### src/rtl/rf_wb_arbiter.sv
// rtl/rf_wb_arbiter.sv - two-source writeback arbiter for the register file write port
module rf_wb_arbiter #(
  parameter int DATA_WIDTH = 32,
  parameter int BUF_DEPTH  = 2
) (
  input  logic                  clk,
  input  logic                  reset,
  input  logic                  a_valid,
  output logic                  a_ready,
  input  logic [4:0]            a_addr,
  input  logic [DATA_WIDTH-1:0] a_data,
  input  logic                  l_valid,
  output logic                  l_ready,
  input  logic [4:0]            l_addr,
  input  logic [DATA_WIDTH-1:0] l_data,
  input  logic [2:0]            l_funct3,
  output logic                  rf_wr_en,
  output logic [4:0]            rf_wr_addr,
  output logic [DATA_WIDTH-1:0] rf_wr_data,
  input  logic [4:0]            chk_addr1,
  input  logic [4:0]            chk_addr2,
  output logic                  chk_busy1,
  output logic                  chk_busy2
);

  localparam int PW = (BUF_DEPTH > 1) ? $clog2(BUF_DEPTH) : 1;
  localparam int CW = PW + 1;
  localparam logic [CW-1:0] FULL = CW'(BUF_DEPTH);

  logic [4:0]            a_addr_mem [BUF_DEPTH];
  logic [DATA_WIDTH-1:0] a_data_mem [BUF_DEPTH];
  logic [4:0]            l_addr_mem [BUF_DEPTH];
  logic [DATA_WIDTH-1:0] l_data_mem [BUF_DEPTH];

  logic [PW-1:0] a_wp, a_rp, l_wp, l_rp;
  logic [CW-1:0] a_cnt, l_cnt;
  logic          last_l;

  logic a_push, l_push, a_store, l_store;
  logic a_ne, l_ne, grant_a, grant_l, a_pop, l_pop;
  logic busy1_raw, busy2_raw;
  logic [DATA_WIDTH-1:0] l_ext;

  // Loads are widened on entry so the FIFO always holds final register data.
  function automatic logic [DATA_WIDTH-1:0] load_extend(input logic [DATA_WIDTH-1:0] d,
                                                        input logic [2:0] f);
    case (f)
      3'b000:  return {{(DATA_WIDTH-8){d[7]}}, d[7:0]};
      3'b001:  return {{(DATA_WIDTH-16){d[15]}}, d[15:0]};
      3'b100:  return {{(DATA_WIDTH-8){1'b0}}, d[7:0]};
      3'b101:  return {{(DATA_WIDTH-16){1'b0}}, d[15:0]};
      default: return d;
    endcase
  endfunction

  // Slot idx is occupied when its distance from the read pointer is below the count.
  function automatic logic occupied(input int idx, input logic [PW-1:0] rp,
                                    input logic [CW-1:0] cnt);
    logic [PW-1:0] off;
    off = PW'(idx) - rp;
    return {1'b0, off} < cnt;
  endfunction

  assign a_ready = !reset && (a_cnt < FULL);
  assign l_ready = !reset && (l_cnt < FULL);
  assign a_push  = a_valid && a_ready;
  assign l_push  = l_valid && l_ready;
  // Writes to x0 complete the handshake but are never stored.
  assign a_store = a_push && (a_addr != 5'd0);
  assign l_store = l_push && (l_addr != 5'd0);
  assign a_ne    = (a_cnt != '0);
  assign l_ne    = (l_cnt != '0);
  assign l_ext   = load_extend(l_data, l_funct3);

  // Round-robin grant: a lone non-empty FIFO wins, ties go to the source not granted last.
  always_comb begin
    grant_l = l_ne && (!a_ne || !last_l);
    grant_a = a_ne && !grant_l;
    a_pop   = grant_a && !reset;
    l_pop   = grant_l && !reset;
  end

  // Granted head drives the register file port; idle port is held at zero.
  always_comb begin
    rf_wr_en   = a_pop || l_pop;
    rf_wr_addr = 5'd0;
    rf_wr_data = '0;
    if (l_pop) begin
      rf_wr_addr = l_addr_mem[l_rp];
      rf_wr_data = l_data_mem[l_rp];
    end else if (a_pop) begin
      rf_wr_addr = a_addr_mem[a_rp];
      rf_wr_data = a_data_mem[a_rp];
    end
  end

  // Hazard check over every occupied slot, including the head being written this cycle.
  always_comb begin
    busy1_raw = 1'b0;
    busy2_raw = 1'b0;
    for (int i = 0; i < BUF_DEPTH; i++) begin
      if (occupied(i, a_rp, a_cnt)) begin
        if (a_addr_mem[i] == chk_addr1) busy1_raw = 1'b1;
        if (a_addr_mem[i] == chk_addr2) busy2_raw = 1'b1;
      end
      if (occupied(i, l_rp, l_cnt)) begin
        if (l_addr_mem[i] == chk_addr1) busy1_raw = 1'b1;
        if (l_addr_mem[i] == chk_addr2) busy2_raw = 1'b1;
      end
    end
    chk_busy1 = !reset && (chk_addr1 != 5'd0) && busy1_raw;
    chk_busy2 = !reset && (chk_addr2 != 5'd0) && busy2_raw;
  end

  // FIFO storage; no reset needed since occupancy is tracked by the counters.
  always_ff @(posedge clk) begin
    if (a_store) begin
      a_addr_mem[a_wp] <= a_addr;
      a_data_mem[a_wp] <= a_data;
    end
    if (l_store) begin
      l_addr_mem[l_wp] <= l_addr;
      l_data_mem[l_wp] <= l_ext;
    end
  end

  // Pointer, count and round-robin state; reset leaves A as last winner so L wins the next tie.
  always_ff @(posedge clk) begin
    if (reset) begin
      a_wp   <= '0;
      a_rp   <= '0;
      a_cnt  <= '0;
      l_wp   <= '0;
      l_rp   <= '0;
      l_cnt  <= '0;
      last_l <= 1'b0;
    end else begin
      if (a_store) a_wp <= a_wp + 1'b1;
      if (a_pop)   a_rp <= a_rp + 1'b1;
      if (l_store) l_wp <= l_wp + 1'b1;
      if (l_pop)   l_rp <= l_rp + 1'b1;
      case ({a_store, a_pop})
        2'b10:   a_cnt <= a_cnt + 1'b1;
        2'b01:   a_cnt <= a_cnt - 1'b1;
        default: a_cnt <= a_cnt;
      endcase
      case ({l_store, l_pop})
        2'b10:   l_cnt <= l_cnt + 1'b1;
        2'b01:   l_cnt <= l_cnt - 1'b1;
        default: l_cnt <= l_cnt;
      endcase
      if (a_pop || l_pop) last_l <= l_pop;
    end
  end

endmodule
### config.mk
export PLATFORM = sky130hd
export DESIGN_NAME = rf_wb_arbiter
export DESIGN_NICKNAME = d
export VERILOG_FILES = /design/src/rtl/rf_wb_arbiter.sv
export SDC_FILE = /design/constraint.sdc
export NUM_CORES = 1
export LEC_CHECK = 0
export CAP_MARGIN = 30
export CELL_PAD_IN_SITES_DETAIL_PLACEMENT = 1
export CELL_PAD_IN_SITES_GLOBAL_PLACEMENT = 1
export CORE_UTILIZATION = 46
export DETAILED_ROUTE_END_ITERATION = 8
export PLACE_DENSITY = 0.85
export SYNTH_ARGS = -nofsm -noshare
export SYNTH_HDL_FRONTEND = slang
export SYNTH_SLANG_ARGS = --single-unit
### constraint.sdc
create_clock -name clk -period 7.4 [get_ports clk]
set_input_delay 2.22 -clock clk [delete_from_list [all_inputs] [get_ports clk]]
set_output_delay 2.22 -clock clk [all_outputs]
set_load 0.02 [all_outputs]
# After elaboration in Yosys (flattened, before gate mapping)
# Memory sizes are Yosys's and may differ from the RTL's. A register that Yosys moved wholly into a read port is not among the register bits.
# Cells that the tools add are included.
# op_classes
n_eq_ne	15
reduce_logical	29
mux	35
order_cmp	6
addsub	12
# op_table
op	count
$pmux 32 s4	1
$mux 32	2
$eq 5x5->1	8
$mux 1	28
$reduce_bool 5->1	4
$logic_and 1x1->1	14
$mux 5	2
$lt 1x2->1	4
$pmux 2 s2	2
$reduce_bool 2->1	4
$eq 3x3->1 const B	2
$add 1x1->1 const B	4
$add 2x1->2 const B	2
$eq 2x1->1 const B	2
$eq 2x2->1 const B	2
$logic_not 1->1	4
$lt 2x2->1 const B	2
$sub 1x1->1 const A	4
$sub 2x1->2 const B	2
$eq 3x1->1 const B	1
$logic_not 3->1	1
$logic_or 1x1->1	2
# totals
in_bits	91
n_memories	4
regBits	9
ramBits	148
# mem_list
memory	words	word_bits	rd	rd_ports_with_merged_regs	write_ports	line	rtl
a_data_mem	2	32	1	1	1	31	logic [DATA_WIDTH-1:0] a_data_mem [BUF_DEPTH];
l_data_mem	2	32	1	1	1	33	logic [DATA_WIDTH-1:0] l_data_mem [BUF_DEPTH];
a_addr_mem	2	5	3	1	1	30	logic [4:0] a_addr_mem [BUF_DEPTH];
l_addr_mem	2	5	3	1	1	32	logic [4:0] l_addr_mem [BUF_DEPTH];

# Longest topological paths before layout
# Gate-level depths: netlist of the first run.
# depth
word_depth	10
mapped_depth	10
ltp_nobuf	8

# Worst setup path before layout of the first run
# OpenSTA, ideal clock, no wires.
# synth_timing
path_type	input-to-output
start	input chk_addr2[3]
end	output chk_busy2
t_arrival_ns	3.469
slack_ns	1.711
required_ns	5.180
cell_stages	5
path_cell_list	clkbuf_1 xor2_1 nor4_1 a31oi_1 a211oi_1
# synth_via
elab_chain_cells	10
# synth_lines
element	line	rtl
start: declaration	21	input logic [4:0] chk_addr2,
$eq 5x5->1	104	if (a_addr_mem[i] == chk_addr2) busy2_raw = 1'b1;
$mux 1	104	
$mux 1	102	if (occupied(i, a_rp, a_cnt)) begin
$mux 1	108	if (l_addr_mem[i] == chk_addr2) busy2_raw = 1'b1;
$mux 1	106	if (occupied(i, l_rp, l_cnt)) begin
$mux 1	104	
$mux 1	102	
$mux 1	108	
$mux 1	106	
$logic_and 1x1->1 *	112	chk_busy2 = !reset && (chk_addr2 != 5'd0) && busy2_raw;
end: declaration	23	output logic chk_busy2
# Mark *: on every way between the ends. The rest lies on a longest branch, timed or not.

# Final worst setup path of the first run
# layout_timing
start	input reset
end	output rf_wr_data[11]
# layout_via
elab_chain_cells	4
# layout_lines
element	line	rtl
start: declaration	7	input logic reset,
$logic_not 1->1 *	79, 80	
$logic_and 1x1->1	79	a_pop = grant_a && !reset;
$mux 32	91	end else if (a_pop) begin
$mux 32 *	88	if (l_pop) begin
end: declaration	19	output logic [DATA_WIDTH-1:0] rf_wr_data,
# Marks and branches as above.

==> qor.tcl, run 1 <==
set qor(run_status) {finished clean}
set qor(synthesis.yosys.warnings) 0
set qor(syn-mean-instance-area_um2) 14.7
set qor(power_density_nw_per_um2) 312
set qor(dr_total_vias) 4374
set qor(switching_share_of_total_power) 0.302
set qor(tns_ns) 0
set qor(power.combinational.fraction) 0.295
set qor(report.final.setup_viol) 0
set qor(critPathCaptureType) {output pin}
set qor(post-route-worst-setup-slack_ns) 0.616
set qor(cts_tree) {yes}
set qor(drt-pass1-iter-count) 4
set qor(report.final.slew_viol_count) 0
set qor(cts.sink_count) 159
set qor(critical_path.most_common_cell) {clkdlybuf4s50_1}
set qor(synth_cell_type_count) 31
set qor(crit_slowest_cell) {or2_2}
set qor(syn-cell-area_um2) 6920
set qor(cp.required_ns) 5.18
set qor(placement.io_buffers) 132
set qor(post-route-min-period_ns) 6.78
set qor(cp-start-kind) {input pin}
set qor(arrival_ns) 4.56
set qor(final_hold_viol_count) 0
set qor(cell_internal_pwr_mw) 1.97
set qor(antenna_cells) 0
set qor(ir_worst_vdd_uv) 159
set qor(max_slew_margin) 0.346
set qor(design.core.area_um2) 14600
set qor(post-dp-hpwl_mm) 12.0
set qor(grt-ovfl-total) 0
set qor(numCtsBuffers) 17
set qor(placementRows) 44
set qor(timing.critical_path.max_delay_family) {buffers and inverters}
set qor(cts_max_level) 4
set qor(top_fanout_value_on_the_critical_path) 38
set qor(layout.cells.non_filler) 792
set qor(p_seq_frac) 0.398
set qor(drc) 0
set qor(syn_inst) 472
set qor(rsz0062_at_grt) {no}
set qor(tightestPinTransition_ns) 0.981
set qor(fmax_ghz) 0.147
set qor(largest_net_degree_at_the_start_of_global_routing) 40
set qor(rr_startpoint) {a_cnt[0]}
set qor(pre_cts_slack_ns) 0.594
set qor(drive_gt1_frac) 0.0905
set qor(timing.critical_path.from) {reset}
set qor(clock_tree_buffer_depth) 2
set qor(final_net_count) 688
set qor(dieArea_um2) 15500
set qor(routed_vias_inst) 5.52
set qor(path_clk_slew_ns) 0.06
set qor(power_switching_uw) 851
set qor(die_h_um) 125
set qor(routed_wire_length_per_instance_um) 21.7
set qor(postSynth.asyncResetShare) 0
set qor(area_growth_syn_to_layout_pct) 30.1
set qor(crit_chain) {clkdlybuf4s50_1 -> buf_4 -> or2_2 -> o22ai_1 -> clkdlybuf4s50_1}
set qor(yosys_most_used_dff) {edfxtp_1}
set qor(groute.usage.overall) 0.236
set qor(min-delay-start) {last_l}
set qor(synthesis.nets) 565
set qor(first_global_vias) 4932
set qor(clkPwrFrac) 0.307
set qor(synth_enable_flop_cells) 148
set qor(detailedRoute.firstIterationViolations) 204
set qor(cp.buffers_inverters) 3
set qor(finClkSkew_ns) 0.00753
set qor(initial_core_util) 0.475
set qor(cts_hold_buffers) 0
set qor(maxCapViolations) 0
set qor(hold-worst-slack_ns) 0.561
set qor(dpl.cell_count) 760
set qor(grt_pass1_wl_mm) 27.3
set qor(die_x_um) 125
set qor(drtAntennaViolNets) 0
set qor(cts_root_buffer) {clkbuf_16}
set qor(gpl_congestion) 0.950
set qor(ios) 133
set qor(min_period_over_period) 0.917
set qor(cts_setup_buffers) 0
set qor(critical_path.max_stage_delay_ns) 0.80
set qor(seq_area_frac_synth) 0.674
set qor(synth_seq_cells) 159
set qor(antenna_found_initial) 0
set qor(worstHoldPathType) {flop to flop}
set qor(cts.repair.resized) 0
set qor(worstSkewPairLatency_ns) 0.42
set qor(p_leak_nw) 2.99
set qor(routed_wirelength_mm) 17.2
set qor(timing_worst_setup_path_type) {input pin to output pin}
Yosys cell counts (all sizes together), types with 4 or more instances:
master  number  area share
dfxtp       11       0.032
nand4        4      0.0036
or3          4      0.0043
nor4         4      0.0036
xnor2       30       0.038
a21oi        8      0.0058
nor2        20       0.011
edfxtp     148        0.64
nand2       40       0.022
mux2i       75        0.11
o21ai       12      0.0087
a31oi        4      0.0036
o22ai       37       0.042
inv          6      0.0033
clkbuf      17       0.011
xor2        18       0.023
or4          4      0.0054
buf         18       0.017
nor3         4      0.0029
power by group through the flow:
| stage | clock network, mW | logic [mW] | registers [mW] |
|---|---|---|---|
| 6_report | 0.864 | 0.832 | 1.12 |
| 3_3_place_gp | 0 | 0.793 | 1.13 |
| 3_5_place_dp | 0 | 0.836 | 1.14 |
| 4_1_cts | 0.874 | 0.843 | 1.12 |
| 5_1_grt | 0.909 | 0.885 | 1.13 |
| 2_1_floorplan | 0 | 0.521 | 1.12 |
final timing paths:
| check | end | slack, ns | depth (start not counted) |
|---|---|---|---|
| worst min-delay path | last_l | 0.56 | 2 |
| worst max register to register | l_cnt[1] | 4.88 | 7 |
| worst min register to register | last_l | 0.56 | 2 |
| worst max-delay path | rf_wr_data[11] | 0.62 | 5 |
metrics by stage:
stage | area, um^2 | total power, mW | util
final | 9010 | 2.82 | 0.618
after global routing | 9010 | 2.93 | 0.618
after CTS | 9010 | 2.84 | 0.618
after detailed placement | 8430 | 1.98 | 0.578
after global placement | 8340 | 1.93 | 0.572
after floorplan | 6920 | 1.64 | -
area by class of cell:
cell class / count / area, um^2
well taps: 184 / 230
clock buffers: 18 / 429
fillers: 1345 / 5580
flip-flops and latches: 159 / 4670
inverters: 6 / 22.5
repair buffers: 139 / 1440
clock inverters: 14 / 148
multi-input cells: 272 / 2080
worst min-delay path, stage by stage, from the launching register on:
cell     delay [ns]
dfxtp_1        0.36
a21oi_1        0.08
nor2_1         0.08
routing by layer:
layer / track usage / wire length [um] / up-vias
li1: - / - / 2017
met1: 0.274 / 6840 / 2186
met2: 0.408 / 9000 / 144
met3: 0.0709 / 1010 / 27
met4: 0.0907 / 351 / 0
met5: 0 / 0 / -
layout by cell type, fill, tap and decap left out, types with 3 or more instances in the layout:
master / count
clkbuf_16: 17
buf_4: 3
o21ai_0: 10
a31oi_1: 4
a21oi_1: 8
inv_1: 6
nor2_4: 4
o22ai_2: 9
edfxtp_1: 148
clkinv_1: 5
xor2_1: 18
xnor2_1: 30
bufinv_16: 3
nand4_1: 4
mux2i_1: 75
clkdlybuf4s50_1: 132
o22ai_1: 28
clkinv_2: 3
nor4_1: 4
or3_1: 3
nand2_1: 40
dfxtp_1: 9
nor2_1: 16
nor3_1: 4
flip-flops by register name, summed over array words and instances (netlist names), named ones only:
signal	cells
a_cnt	2
l_addr_mem	10
a_data_mem	64
last_l	1
l_data_mem	64
l_rp	1
a_rp	1
l_wp	1
a_wp	1
a_addr_mem	10
l_cnt	2
cells by family after synthesis:
kind of cell             after synthesis  synth area share
AND/OR/NAND/NOR                       82            0.0548
XOR/XNOR                              48            0.0607
multiplexers                          75             0.108
flip-flops                           159             0.674
adder cells (fa/ha/maj)                2           0.00361
buffers and inverters                 41            0.0309
AO/OA/AOI/OAI                         65            0.0679
Note: power is estimated with default switching activity, not from simulation.
==> run 2: changes to the inputs <==
HOLD_SLACK_MARGIN = 0.1   (was not set)
REMOVE_ABC_BUFFERS = 1   (was not set)
==> qor.tcl, run 2 (same netlist as run 1, synthesis figures left out) <==
set qor(worstSkewPairLatency_ns) 0.42
set qor(initial_core_util) 0.475
set qor(dieArea_um2) 15500
set qor(arrival_ns) 4.44
set qor(timing.critical_path.depth) 7
set qor(routed_wirelength_mm) 18.4
set qor(groute.usage.overall) 0.249
set qor(die_x_um) 125
set qor(fmax_ghz) 0.150
set qor(grt-ovfl-total) 0
set qor(timing.critical_path.from) {chk_addr2[4]}
set qor(rr_startpoint) {l_cnt[0]}
set qor(run_status) {finished clean}
set qor(worstReg2RegEnd) {a_cnt[1]}
set qor(cts_tree) {yes}
set qor(drc) 0
set qor(critical_path.max_stage_delay_ns) 0.66
set qor(drt-pass1-iter-count) 4
set qor(layout_top_registers) {a_data_mem: 64 flops, l_data_mem: 64 flops}
set qor(die_h_um) 125
set qor(cts.repair.resized) 0
set qor(cts_root_buffer) {clkbuf_16}
set qor(maxCapViolations) 0
set qor(ios) 133
set qor(final_net_count) 690
set qor(timing_worst_setup_path_type) {input pin to output pin}
set qor(antenna_found_initial) 1
set qor(rsz0062_at_grt) {no}
set qor(drtAntennaViolNets) 0
set qor(placementRows) 44
set qor(report.power.total_mw) 2.76
set qor(cp.required_ns) 5.18
set qor(routed_vias_inst) 5.56
set qor(cp-start-kind) {input pin}
set qor(layout.cells.most_common) {edfxtp_1}
set qor(report.final.slew_viol_count) 0
set qor(design.core.area_um2) 14600
set qor(cp.buffers_inverters) 2
set qor(first_global_vias) 4913
set qor(cts_hold_buffers) 0
set qor(global_route.peak_usage_layer) {met2}
set qor(timing.critical_path.max_delay_family) {buffers and inverters}
set qor(numCtsBuffers) 17
set qor(min_delay_worst_endpoint) {last_l}
set qor(routed_wire_length_per_instance_um) 23.2
set qor(detailedRoute.firstIterationViolations) 242
set qor(tightestPinTransition_ns) 0.664
set qor(p_leak_nw) 2.98
set qor(tns_ns) 0
set qor(dr_total_vias) 4417
set qor(area_growth_syn_to_layout_pct) 29.7
set qor(clock_tree_buffer_depth) 2
set qor(seq_area_um2) 4670
set qor(crit_slowest_cell) {clkdlybuf4s50_1}
set qor(grt_pass1_wl_mm) 28.7
set qor(top_fanout_value_on_the_critical_path) 5
set qor(layout_common_cells) {edfxtp_1 (148), clkdlybuf4s50_1 (132), mux2i_1 (75)}
set qor(largest_net_degree_at_the_start_of_global_routing) 40
set qor(multiInputGateArea_um2) 2080
set qor(cts_setup_buffers) 0
set qor(report.final.setup_viol) 0
set qor(power_density_nw_per_um2) 308
set qor(critPathCaptureType) {output pin}
set qor(final_hold_viol_count) 0
set qor(holdPathStages) 2
set qor(use_met3) 0.0563
set qor(gpl_congestion) 0.849
set qor(post-dp-hpwl_mm) 12.3
set qor(post-route-min-period_ns) 6.66
set qor(max_slew_margin) 0.558
set qor(groute.layer.met2.usage) 0.429
set qor(crit_chain) {clkdlybuf4s50_1 -> xnor2_1 -> nand4_1 -> nor3_1 -> a31oi_1 -> a211oi_1 -> clkdlybuf4s50_1}
set qor(cts_max_level) 4
set qor(path_clk_slew_ns) 0.06
set qor(drive_gt1_frac) 0.0952
set qor(ir_worst_vdd_uv) 177
set qor(finClkSkew_ns) 0.00739
set qor(critical_path.most_common_cell) {clkdlybuf4s50_1}
set qor(min-delay-start) {last_l}
set qor(placement.io_buffers) 132
set qor(ff2ff_path_depth) 7
set qor(nFillCells) 1343
set qor(worstHoldPathType) {flop to flop}
set qor(min_period_over_period) 0.900
set qor(cts.sink_count) 159
set qor(global_route.usage.met1) 0.306
set qor(regToRegSetupSlack_ns) 5.17
[run 2: power breakdown]
part / switching, mW / internal, mW / total, mW
registers: 0.0708 / 1.07 / 1.14
logic: 0.447 / 0.377 / 0.825
clock network: 0.341 / 0.456 / 0.797
[run 2: per-layer routing]
| metal | wire length [um] | part of all wire |
|---|---|---|
| met5 | 0 | 0 |
| met4 | 288 | 0.016 |
| met2 | 9460 | 0.51 |
| met3 | 1030 | 0.056 |
| met1 | 7620 | 0.41 |
[run 2: worst max path at each step]
stage                                end  slack, ns
after CTS                  rf_wr_data[5]       0.57
after global placement     rf_wr_data[1]       0.76
after floorplan            rf_wr_addr[4]       1.82
final                          chk_busy2       0.74
after global routing           chk_busy1       0.61
after detailed placement  rf_wr_data[16]       0.63
[run 2: worst reg2reg max path, stage by stage, from the launching register on]
cell and delay [ns]:
dfxtp_1 0.45, nor2_1 0.11, nor2_1 0.13, or3_4 0.53
inv_1 0.11, ha_1 0.34, or3_1 0.35, a21oi_1 0.14
[run 2: layout make-up]
cell class	count	area share
tap	184	0.0256
clock inverter	12	0.0106
antenna	1	0.000279
clock buffer	19	0.0482
multi-input combinational	272	0.231
timing repair buffer	141	0.162
sequential	159	0.520
inverter	6	0.00251
[run 2: through the flow]
step / hold WS [ns] / setup slack (ns) / area, um^2 / std cells / utilization
2_1_floorplan: 0.477 / 1.82 / 6730 / 437 / -
3_3_place_gp: 0.495 / 0.765 / 8350 / 757 / 0.572
3_5_place_dp: 0.512 / 0.635 / 8430 / 761 / 0.578
4_1_cts: 0.527 / 0.568 / 8950 / 792 / 0.614
5_1_grt: 0.581 / 0.611 / 8980 / 794 / 0.615
6_report: 0.522 / 0.737 / 8980 / 794 / 0.615
